[src/rtl/sysid_check_master_if.sv]
// Avalon-MM read channel between the sysid check master and the system-ID slave.
interface sysid_check_master_if;
  logic        address;
  logic        read;
  logic        waitrequest;
  logic [31:0] readdata;

  modport master (output address, read, input waitrequest, readdata);
  modport slave  (input address, read, output waitrequest, readdata);
endinterface

[src/rtl/sysid_check_master.sv]
// Reads sysid word 0 (ID) and word 1 (build timestamp) and flags whether both
// match the values this hardware build expects.
module sysid_check_master #(
  parameter logic [31:0] EXPECTED_ID    = 32'd0,
  parameter logic [31:0] EXPECTED_TS    = 32'd1459711255,
  parameter int unsigned READ_LATENCY   = 0,
  parameter int unsigned TIMEOUT_CYCLES = 255,
  parameter bit          AUTO_START     = 1'b1
) (
  input  logic                        clock,
  input  logic                        reset,
  input  logic                        start,
  sysid_check_master_if.master        avm,
  output logic                        busy,
  output logic                        done,
  output logic                        id_ok,
  output logic                        ts_ok,
  output logic                        timeout,
  output logic [31:0]                 id_value,
  output logic [31:0]                 ts_value
);

  typedef enum logic [2:0] {IDLE, RD_ID, LAT_ID, RD_TS, LAT_TS, FIN} state_t;

  localparam bit          NO_LAT     = (READ_LATENCY == 0);
  localparam logic [2:0]  LAT_LAST   = NO_LAT ? 3'd0 : 3'(READ_LATENCY - 1);
  localparam logic [15:0] STALL_LAST = 16'(TIMEOUT_CYCLES - 1);

  state_t      state, state_next;
  logic [15:0] stall_cnt;
  logic [2:0]  lat_cnt;
  logic        auto_pending;
  logic        launch, cap_id, cap_ts, abort;
  logic        lat_done, stalled_out;

  assign lat_done    = (lat_cnt == LAT_LAST);
  assign stalled_out = (stall_cnt == STALL_LAST);
  assign busy        = (state != IDLE) && (state != FIN);

  always_comb begin
    // NOTE: every output of this block gets a default here so no path leaves a latch.
    state_next  = state;
    launch      = 1'b0;
    cap_id      = 1'b0;
    cap_ts      = 1'b0;
    abort       = 1'b0;
    avm.read    = 1'b0;
    avm.address = 1'b0;
    case (state)
      IDLE: if (start || auto_pending) begin
        launch     = 1'b1;
        state_next = RD_ID;
      end
      RD_ID: begin
        avm.read = 1'b1;
        if (!avm.waitrequest) begin
          cap_id     = NO_LAT;
          state_next = NO_LAT ? RD_TS : LAT_ID;
        end else if (stalled_out) begin
          abort      = 1'b1;
          state_next = FIN;
        end
      end
      LAT_ID: if (lat_done) begin
        cap_id     = 1'b1;
        state_next = RD_TS;
      end
      RD_TS: begin
        avm.read    = 1'b1;
        avm.address = 1'b1;
        if (!avm.waitrequest) begin
          cap_ts     = NO_LAT;
          state_next = NO_LAT ? FIN : LAT_TS;
        end else if (stalled_out) begin
          abort      = 1'b1;
          state_next = FIN;
        end
      end
      LAT_TS: begin
        avm.address = 1'b1;
        if (lat_done) begin
          cap_ts     = 1'b1;
          state_next = FIN;
        end
      end
      FIN:     state_next = IDLE;
      default: state_next = IDLE;
    endcase
  end

  always_ff @(posedge clock) begin
    if (reset) state <= IDLE;
    else       state <= state_next;
  end

  // Result flags are registered on the edge that enters FIN so they are
  // already visible during the FIN cycle.
  always_ff @(posedge clock) begin
    if (reset) begin
      auto_pending <= AUTO_START;
      stall_cnt    <= '0;
      lat_cnt      <= '0;
      done         <= 1'b0;
      id_ok        <= 1'b0;
      ts_ok        <= 1'b0;
      timeout      <= 1'b0;
      id_value     <= '0;
      ts_value     <= '0;
    end else begin
      auto_pending <= 1'b0;
      stall_cnt    <= (avm.read && avm.waitrequest) ? stall_cnt + 16'd1 : 16'd0;
      if ((state == LAT_ID || state == LAT_TS) && !lat_done) lat_cnt <= lat_cnt + 3'd1;
      else                                                   lat_cnt <= '0;
      if (launch) begin
        done    <= 1'b0;
        id_ok   <= 1'b0;
        ts_ok   <= 1'b0;
        timeout <= 1'b0;
      end
      if (cap_id) id_value <= avm.readdata;
      if (cap_ts) begin
        ts_value <= avm.readdata;
        done     <= 1'b1;
        id_ok    <= (id_value == EXPECTED_ID);
        ts_ok    <= (avm.readdata == EXPECTED_TS);
      end
      if (abort) begin
        done    <= 1'b1;
        timeout <= 1'b1;
        id_ok   <= 1'b0;
        ts_ok   <= 1'b0;
      end
    end
  end

endmodule

[src/flat_wrapper.sv]
// flat-port wrapper written by rule: the top's interface ports become plain ports
module sysid_check_master_flat 
#(
  parameter logic [31:0] EXPECTED_ID    = 32'd0,
  parameter logic [31:0] EXPECTED_TS    = 32'd1459711255,
  parameter int unsigned READ_LATENCY   = 0,
  parameter int unsigned TIMEOUT_CYCLES = 255,
  parameter bit          AUTO_START     = 1'b1
)
  (clock, reset, start, busy, done, id_ok, ts_ok, timeout, id_value, ts_value, avm_address, avm_read, avm_waitrequest, avm_readdata);
  sysid_check_master_if avm_i ();
  input  logic clock;
  input  logic reset;
  input  logic start;
  output logic busy;
  output logic done;
  output logic id_ok;
  output logic ts_ok;
  output logic timeout;
  output logic [31:0] id_value;
  output logic [31:0] ts_value;
  output wire logic [$bits(avm_i.address)-1:0] avm_address;
  output wire logic [$bits(avm_i.read)-1:0] avm_read;
  input wire logic [$bits(avm_i.waitrequest)-1:0] avm_waitrequest;
  input wire logic [$bits(avm_i.readdata)-1:0] avm_readdata;
  assign avm_address = avm_i.address;
  assign avm_read = avm_i.read;
  assign avm_i.waitrequest = avm_waitrequest;
  assign avm_i.readdata = avm_readdata;
  sysid_check_master #(.EXPECTED_ID(EXPECTED_ID), .EXPECTED_TS(EXPECTED_TS), .READ_LATENCY(READ_LATENCY), .TIMEOUT_CYCLES(TIMEOUT_CYCLES), .AUTO_START(AUTO_START)) u_core (.clock(clock), .reset(reset), .start(start), .avm(avm_i), .busy(busy), .done(done), .id_ok(id_ok), .ts_ok(ts_ok), .timeout(timeout), .id_value(id_value), .ts_value(ts_value));
endmodule
[config.mk]
export PLATFORM = sky130hd
export DESIGN_NAME = sysid_check_master_flat
export DESIGN_NICKNAME = d
export VERILOG_FILES = /design/src/rtl/sysid_check_master_if.sv /design/src/rtl/sysid_check_master.sv /design/src/flat_wrapper.sv
export SDC_FILE = /design/constraint.sdc
export NUM_CORES = 1
export LEC_CHECK = 0
export BUFFER_PORTS_ARGS = -buffer_cell sky130_fd_sc_hd__buf_4
export CAP_MARGIN = 40
export CELL_PAD_IN_SITES_DETAIL_PLACEMENT = 0
export CELL_PAD_IN_SITES_GLOBAL_PLACEMENT = 1
export CORE_MARGIN = 2
export CORE_UTILIZATION = 38
export DETAILED_ROUTE_END_ITERATION = 16
export PLACE_DENSITY = 0.8
export SLEW_MARGIN = 20
export SYNTH_ARGS = -nofsm -noshare
export SYNTH_HDL_FRONTEND = slang
export SYNTH_SLANG_ARGS = --single-unit
[constraint.sdc]
create_clock -name clock -period 2.4 [get_ports clock]
set_clock_uncertainty 0.15 [all_clocks]
set_input_delay 0.36 -clock clock [delete_from_list [all_inputs] [get_ports clock]]
set_output_delay 0.36 -clock clock [all_outputs]
set_load 0.005 [all_outputs]
==> run_results.csv, run 1 <==
group,metric,value,unit
yosys,syn_area,3720,sq um
drt,ant_nets,0,
yosys,synth_top_cell_by_area,"dfxtp_1",
global_route,antenna_found_initial,0,
worst_setup_path,crit_chain,"or3b_4 > a21oi_4 > buf_12 > mux2i_1 > nor2_1",
worst_setup_path,cp_max_fo,32,
place,dpl_cell_area,4600,sq um
drt,via_per_inst,5.04,
worst_setup_path,crit_path_start_kind,"flip-flop",
clock_tree,clk_pin_slew,90,ps
clock_tree,post_cts_resized,0,
yosys,synth_top_area_frac,0.490,
place,io_buffers,106,
floorplanning,io_pins,107,
timing,rsz0062_at_grt,"false",
clock_tree,cts_buffers,9,
power_and_ir_drop,power_density,615,nW/um^2
floorplanning,fp.dieH,103,microns
power_and_ir_drop,ir_worst_vdd,0.378,mV
yosys,yosysUniqueCellTypes,47,
cells_and_area,num_antenna_cells,0,
clock_tree,cts.sinks,91,
yosys,async_reset_ff_frac,0,
timing,fin_tns_setup,0,ps
drt,drt-initial-drc-count,67,
global_route,grt_pass1_wl,14800,microns
worst_setup_path,slowest_stage,"dfxtp_1",
place,hpwl,6710,microns
worst_setup_path,crit_buf_inv,1,
drt,drt-wirelength-per-cell,14.6,microns
flow_run,drv_cap,0,
clock_tree,cts_tree,"built",
yosys,ys_seq_elements,91,
global_route,grt_util_all_layers,0.178,
yosys,syn-instance-count,411,
worst_setup_path,cp_top_family,"flip-flops",
timing,hold_violations,0,
drt,drc,0,
yosys,syn_avg_cell_area,9.04,sq um
clock_tree,cts_buffer_depth,2,
outcome,status,"finished, final reports clean",
hold_path,hold_path_class,"input pin to flip-flop",
clock_tree,ctsHoldBuffers,0,
cells_and_area,finish.net_count,550,
worst_setup_path,crit_arrival,2130,ps
floorplanning,die_w,103,microns
global_route,grt_max_degree,37,
yosys,seq_area_frac_synth,0.490,
floorplanning,die_area,10600,sq um
timing,period_share,0.848,
yosys,synthesis.nets,451,
floorplanning,core-area,9640,sq um
clock_tree,htree_num_levels,3,
drt,via_count,3264,
timing,drv_slew,0,
yosys,synth-edff-count,0,
cells_and_area,syn2layout_area_growth,28.2,%
timing,worst-slew-pin-transition,567,ps
timing,period_needed,2030,ps
cells_and_area,final_area,4770,sq um
drt,drt-total-wl,9470,microns
timing,relSlewSlack,0.618,
cells_and_area,drive_above_1_share,0.258,
global_route,grt_pass1_vias,3037,
timing,timing.hold.ws,103,ps
yosys,synth_area_leaders,"dfxtp_1 49%, mux2i_1 8.6%, nand2_1 7.5%",
place,gp_congestion,0.803,
worst_setup_path,critical_path_class,"flip-flop to flip-flop",
worst_setup_path,slowest_delay,600,ps
clock_tree,postCtsSetupBuffers,0,
global_route,grt_overflow_total,0,
drt,dr.pass1.iters,4,
clock_tree,root_buffer,"clkbuf_8",
worst_setup_path,cp-end-kind,"flip-flop",
power_and_ir_drop,leakage,1.88,nW
timing,setup_viol,0,
worst_setup_path,crit_required,2490,ps
clock_tree,clock_latency,360,ps
timing,max_freq,491,MHz
yosys,yosys_most_used_dff,"dfxtp_1",
yosys,yosysWarnings,0,
floorplanning,rows,36,
floorplanning,start_util,0.386,
[worst paths after layout]
kind / startpoint / end / slack (ps) / cells after the start
setup / recovery: u_core.state[0] / u_core.id_value[5] / 370 / 5
hold / removal: avm_readdata[15] / u_core.id_value[15] / 100 / 3
setup reg to reg: u_core.state[0] / u_core.id_value[5] / 370 / 5
hold reg to reg: u_core.ts_value[17] / u_core.ts_value[17] / 300 / 2
[tightest hold or removal path: cells and delay by family]
| family | cells | cell delay [ps] |
|---|---|---|
| simple gates | 1 | 70 |
| buf+inv | 1 | 90 |
| mux | 1 | 60 |
[cell families (layout without fill, tap and decap cells)]
group                    after synthesis  in the layout  synth area share
XOR/XNOR                              12             12            0.0283
adder cells (fa/ha/maj)                4              4            0.0135
multiplexers                          33             33            0.0892
AO/OA/AOI/OAI                         57             57            0.0899
flip-flops                            91             91             0.490
buffers and inverters                 31            135            0.0515
AND/OR/NAND/NOR                      183            183             0.238
[flip-flops by register name, indices dropped and copies added, names as in the netlist]
| signal | flops |
|---|---|
| u_core.ts_value | 32 |
| u_core.auto_pending | 1 |
| u_core.timeout | 1 |
| u_core.lat_cnt | 3 |
| u_core.id_ok | 1 |
| u_core.id_value | 32 |
| u_core.ts_ok | 1 |
| u_core.done | 1 |
| u_core.stall_cnt | 16 |
| u_core.state | 3 |
[placed cells by master (no fill, tap or decap), types with 2 or more instances in the layout]
cell and instances:
buf_4 111, dfxtp_1 91, nand2_1 74, nor2_1 48
a21oi_1 41, mux2i_1 32, nor4_1 12, clkbuf_8 9
nand4_1 8, or4_1 7, nand3_1 7, xor2_1 7
inv_1 6, xnor2_1 5, nand4b_1 4, ha_1 4
and2_1 3, o21ai_0 3, or3_1 3, clkinvlp_4 3
nor2b_1 2, and3b_1 2, and4_1 2, o211ai_1 2
a211oi_1 2, clkinv_2 2, buf_12 2
[where the power goes]
part | switching [mW] | leakage, nW | internal, mW
Clock | 0.552 | 0.0787 | 0.377
Sequential | 0.0492 | 0.739 | 1.56
Combinational | 0.187 | 1.07 | 0.202
Total | 0.788 | 1.88 | 2.14
[cells in the mapped netlist, types with 2 or more instances]
cell	number
nor4_1	12
a211oi_1	2
dfxtp_1	91
mux2i_1	32
nand2_1	74
and2_1	3
buf_12	3
o21ai_0	3
nand4_1	8
nand4b_1	4
clkbuf_1	11
nor2_1	48
xor2_1	7
xnor2_1	5
buf_2	9
a21oi_1	41
nand3_1	7
o211ai_1	2
and4_1	2
and3b_1	2
or4_1	7
nor2b_1	2
inv_1	6
buf_6	2
or3_1	3
ha_1	4
[cell type report]
cell class / count / area [sq um]
multi-input cells: 289 / 1710
inverters: 6 / 22.5
clock inverters: 6 / 41.3
flip-flops and latches: 91 / 1820
clock buffers: 10 / 128
well taps: 133 / 166
repair buffers: 113 / 873
fillers: 994 / 4870
[stage by stage]
stage | util | setup slack [ps] | instances | total power, mW
floorplan | - | 618 | 411 | 1.86
global placement | 0.477 | 413 | 632 | 2.03
detailed placement | 0.477 | 340 | 632 | 2.04
CTS | 0.494 | 354 | 648 | 2.96
global route | 0.494 | 234 | 648 | 3.06
finish | 0.494 | 365 | 648 | 2.93
[layer usage]
layer / part of all wire / up-vias / GRT usage / wire, microns
met2: 0.45 / 105 / 0.281 / 4250
met5: 0 / - / 0 / 0
met4: 0.014 / 0 / 0.0506 / 131
li1: - / 1620 / - / -
met3: 0.072 / 11 / 0.0515 / 685
met1: 0.47 / 1528 / 0.237 / 4410
(Power assumes the default switching activity.)
==> run 2: changes to the inputs <==
==> constraint.sdc (replaced) <==
create_clock -name clock -period 1.9 [get_ports clock]
set_clock_uncertainty 0.15 [all_clocks]
set_input_delay 0.285 -clock clock [delete_from_list [all_inputs] [get_ports clock]]
set_output_delay 0.285 -clock clock [all_outputs]
set_load 0.005 [all_outputs]
==> run_results.csv, run 2 (synthesis gave the netlist of run 1 again) <==
group,metric,value,unit
power_and_ir_drop,ir_worst_vdd,0.369,mV
power_and_ir_drop,p_sw_frac,0.282,
global_route,grt_util_all_layers,0.182,
worst_setup_path,crit_required,2000,ps
cells_and_area,multi_input_area,1730,sq um
drt,drc,0,
power_and_ir_drop,power_switching,1.08,mW
cells_and_area,top_regs,"u_core.id_value: 32 flops, u_core.ts_value: 32 flops, u_core.stall_cnt: 16 flops",
cells_and_area,layout_commonest_cell,"buf_4",
place,io_buffers,106,
worst_setup_path,critical_path_class,"flip-flop to flip-flop",
floorplanning,die_w,103,microns
global_route,grt_overflow_total,0,
cells_and_area,num_antenna_cells,0,
hold_path,hold_path_class,"input pin to flip-flop",
timing,drv_slew,0,
clock_tree,clk_pin_slew,100,ps
power_and_ir_drop,leakage,1.97,nW
worst_setup_path,cp-end-kind,"flip-flop",
drt,dr.pass1.iters,7,
timing,max_freq,548,MHz
flow_run,drv_cap,0,
cells_and_area,finish.net_count,564,
global_route,grt_max_degree,38,
clock_tree,htree_num_levels,3,
drt,via_per_inst,4.96,
timing,hold_violations,0,
power_and_ir_drop,combPwrFrac,0.135,
cells_and_area,ff_latch_area,1820,sq um
worst_setup_path,cp_max_fo,12,
place,gp_congestion,0.793,
clock_tree,cts.sinks,91,
clock_tree,postCtsSetupBuffers,0,
power_and_ir_drop,seqPwrFrac,0.528,
clock_tree,clock_latency,360,ps
drt,drt-wirelength-per-cell,14.6,microns
timing,period_needed,1820,ps
clock_tree,cts_buffers,9,
timing,layout_setup_ws,76.3,ps
timing,worst-slew-pin-transition,601,ps
place,place_ws,-46.5,ps
cells_and_area,syn2layout_area_growth,32.0,%
drt,drt-total-wl,9640,microns
cells_and_area,fin_util,0.509,
power_and_ir_drop,clockPowerShare,0.337,
cells_and_area,layout_common_cells,"125 x buf_4, 89 x dfxtp_1, 74 x nand2_1",
cells_and_area,nFillCells,951,
timing,setup_viol,0,
clock_tree,cts_tree,"built",
floorplanning,fp.dieH,103,microns
floorplanning,core-area,9640,sq um
worst_setup_path,crit_arrival,1930,ps
floorplanning,die_area,10600,sq um
clock_tree,root_buffer,"clkbuf_8",
drt,ant_nets,0,
clock_tree,cts_buffer_depth,2,
floorplanning,rows,36,
power_and_ir_drop,power_density,783,nW/um^2
global_route,grt_pass1_vias,3075,
drt,drt-initial-drc-count,108,
worst_setup_path,crit_path_start_kind,"flip-flop",
floorplanning,io_pins,107,
cells_and_area,drive_above_1_share,0.289,
global_route,grt_pass1_wl,15000,microns
floorplanning,start_util,0.386,
power_and_ir_drop,intPower,2.76,mW
global_route,antenna_found_initial,0,
drt,via_count,3286,
timing,period_share,0.960,
place,hpwl,7100,microns
clock_tree,ctsHoldBuffers,0,
clock_tree,post_cts_resized,0,
timing,relSlewSlack,0.595,
outcome,status,"finished, final reports clean",
==> run 2: critical path: stages (launching register included) <==
cell	delay, ps
dfxtp_1	410
or3b_4	420
a21oi_4	180
buf_4	270
mux2i_1	220
nor2_1	50
==> run 2: metal layers <==
| layer | share of wire | GRT usage | wire length, microns |
|---|---|---|---|
| met5 | 0 | 0 | 0 |
| met4 | 0.018 | 0.0628 | 174 |
| met3 | 0.069 | 0.0529 | 670 |
| met2 | 0.45 | 0.276 | 4310 |
| met1 | 0.46 | 0.247 | 4480 |
==> run 2: cell type report <==
cell class                 count  share of cell area
sequential                    91               0.372
tap                          133              0.0339
inverter                       6             0.00459
timing repair buffer         127               0.198
multi-input combinational    289               0.353
clock inverter                 7              0.0138
clock buffer                   9              0.0252
==> run 2: worst paths after layout <==
kind / from / endpoint / slack (ps) / cells past startpoint
hold reg to reg: u_core.lat_cnt[0] / u_core.lat_cnt[0] / 270 / 1
setup / recovery: u_core.state[0] / u_core.id_value[18] / 80 / 5
setup reg to reg: u_core.state[0] / u_core.id_value[18] / 80 / 5
hold / removal: avm_readdata[14] / u_core.id_value[14] / 30 / 3
==> run 2: through the flow <==
step	power [mW]	TNS [ps]	cells	cell area [sq um]	hold WS [ps]
3_3_place_gp	2.59	0	646	4690	278
2_1_floorplan	2.35	0	411	3720	163
3_5_place_dp	2.59	-46.5	646	4690	293
4_1_cts	3.89	0	662	4880	9.04
5_1_grt	4.04	-0.203	662	4910	3.97
6_report	3.84	0	662	4910	25.9
==> run 2: power groups by stage <==
stage	Sequential, mW	Combinational [mW]	Clock (mW)
CTS	2.03	0.521	1.34
floorplan	2.07	0.278	0
global placement	2.07	0.514	0
global route	2.04	0.571	1.43
finish	2.03	0.518	1.29
detailed placement	2.07	0.519	0
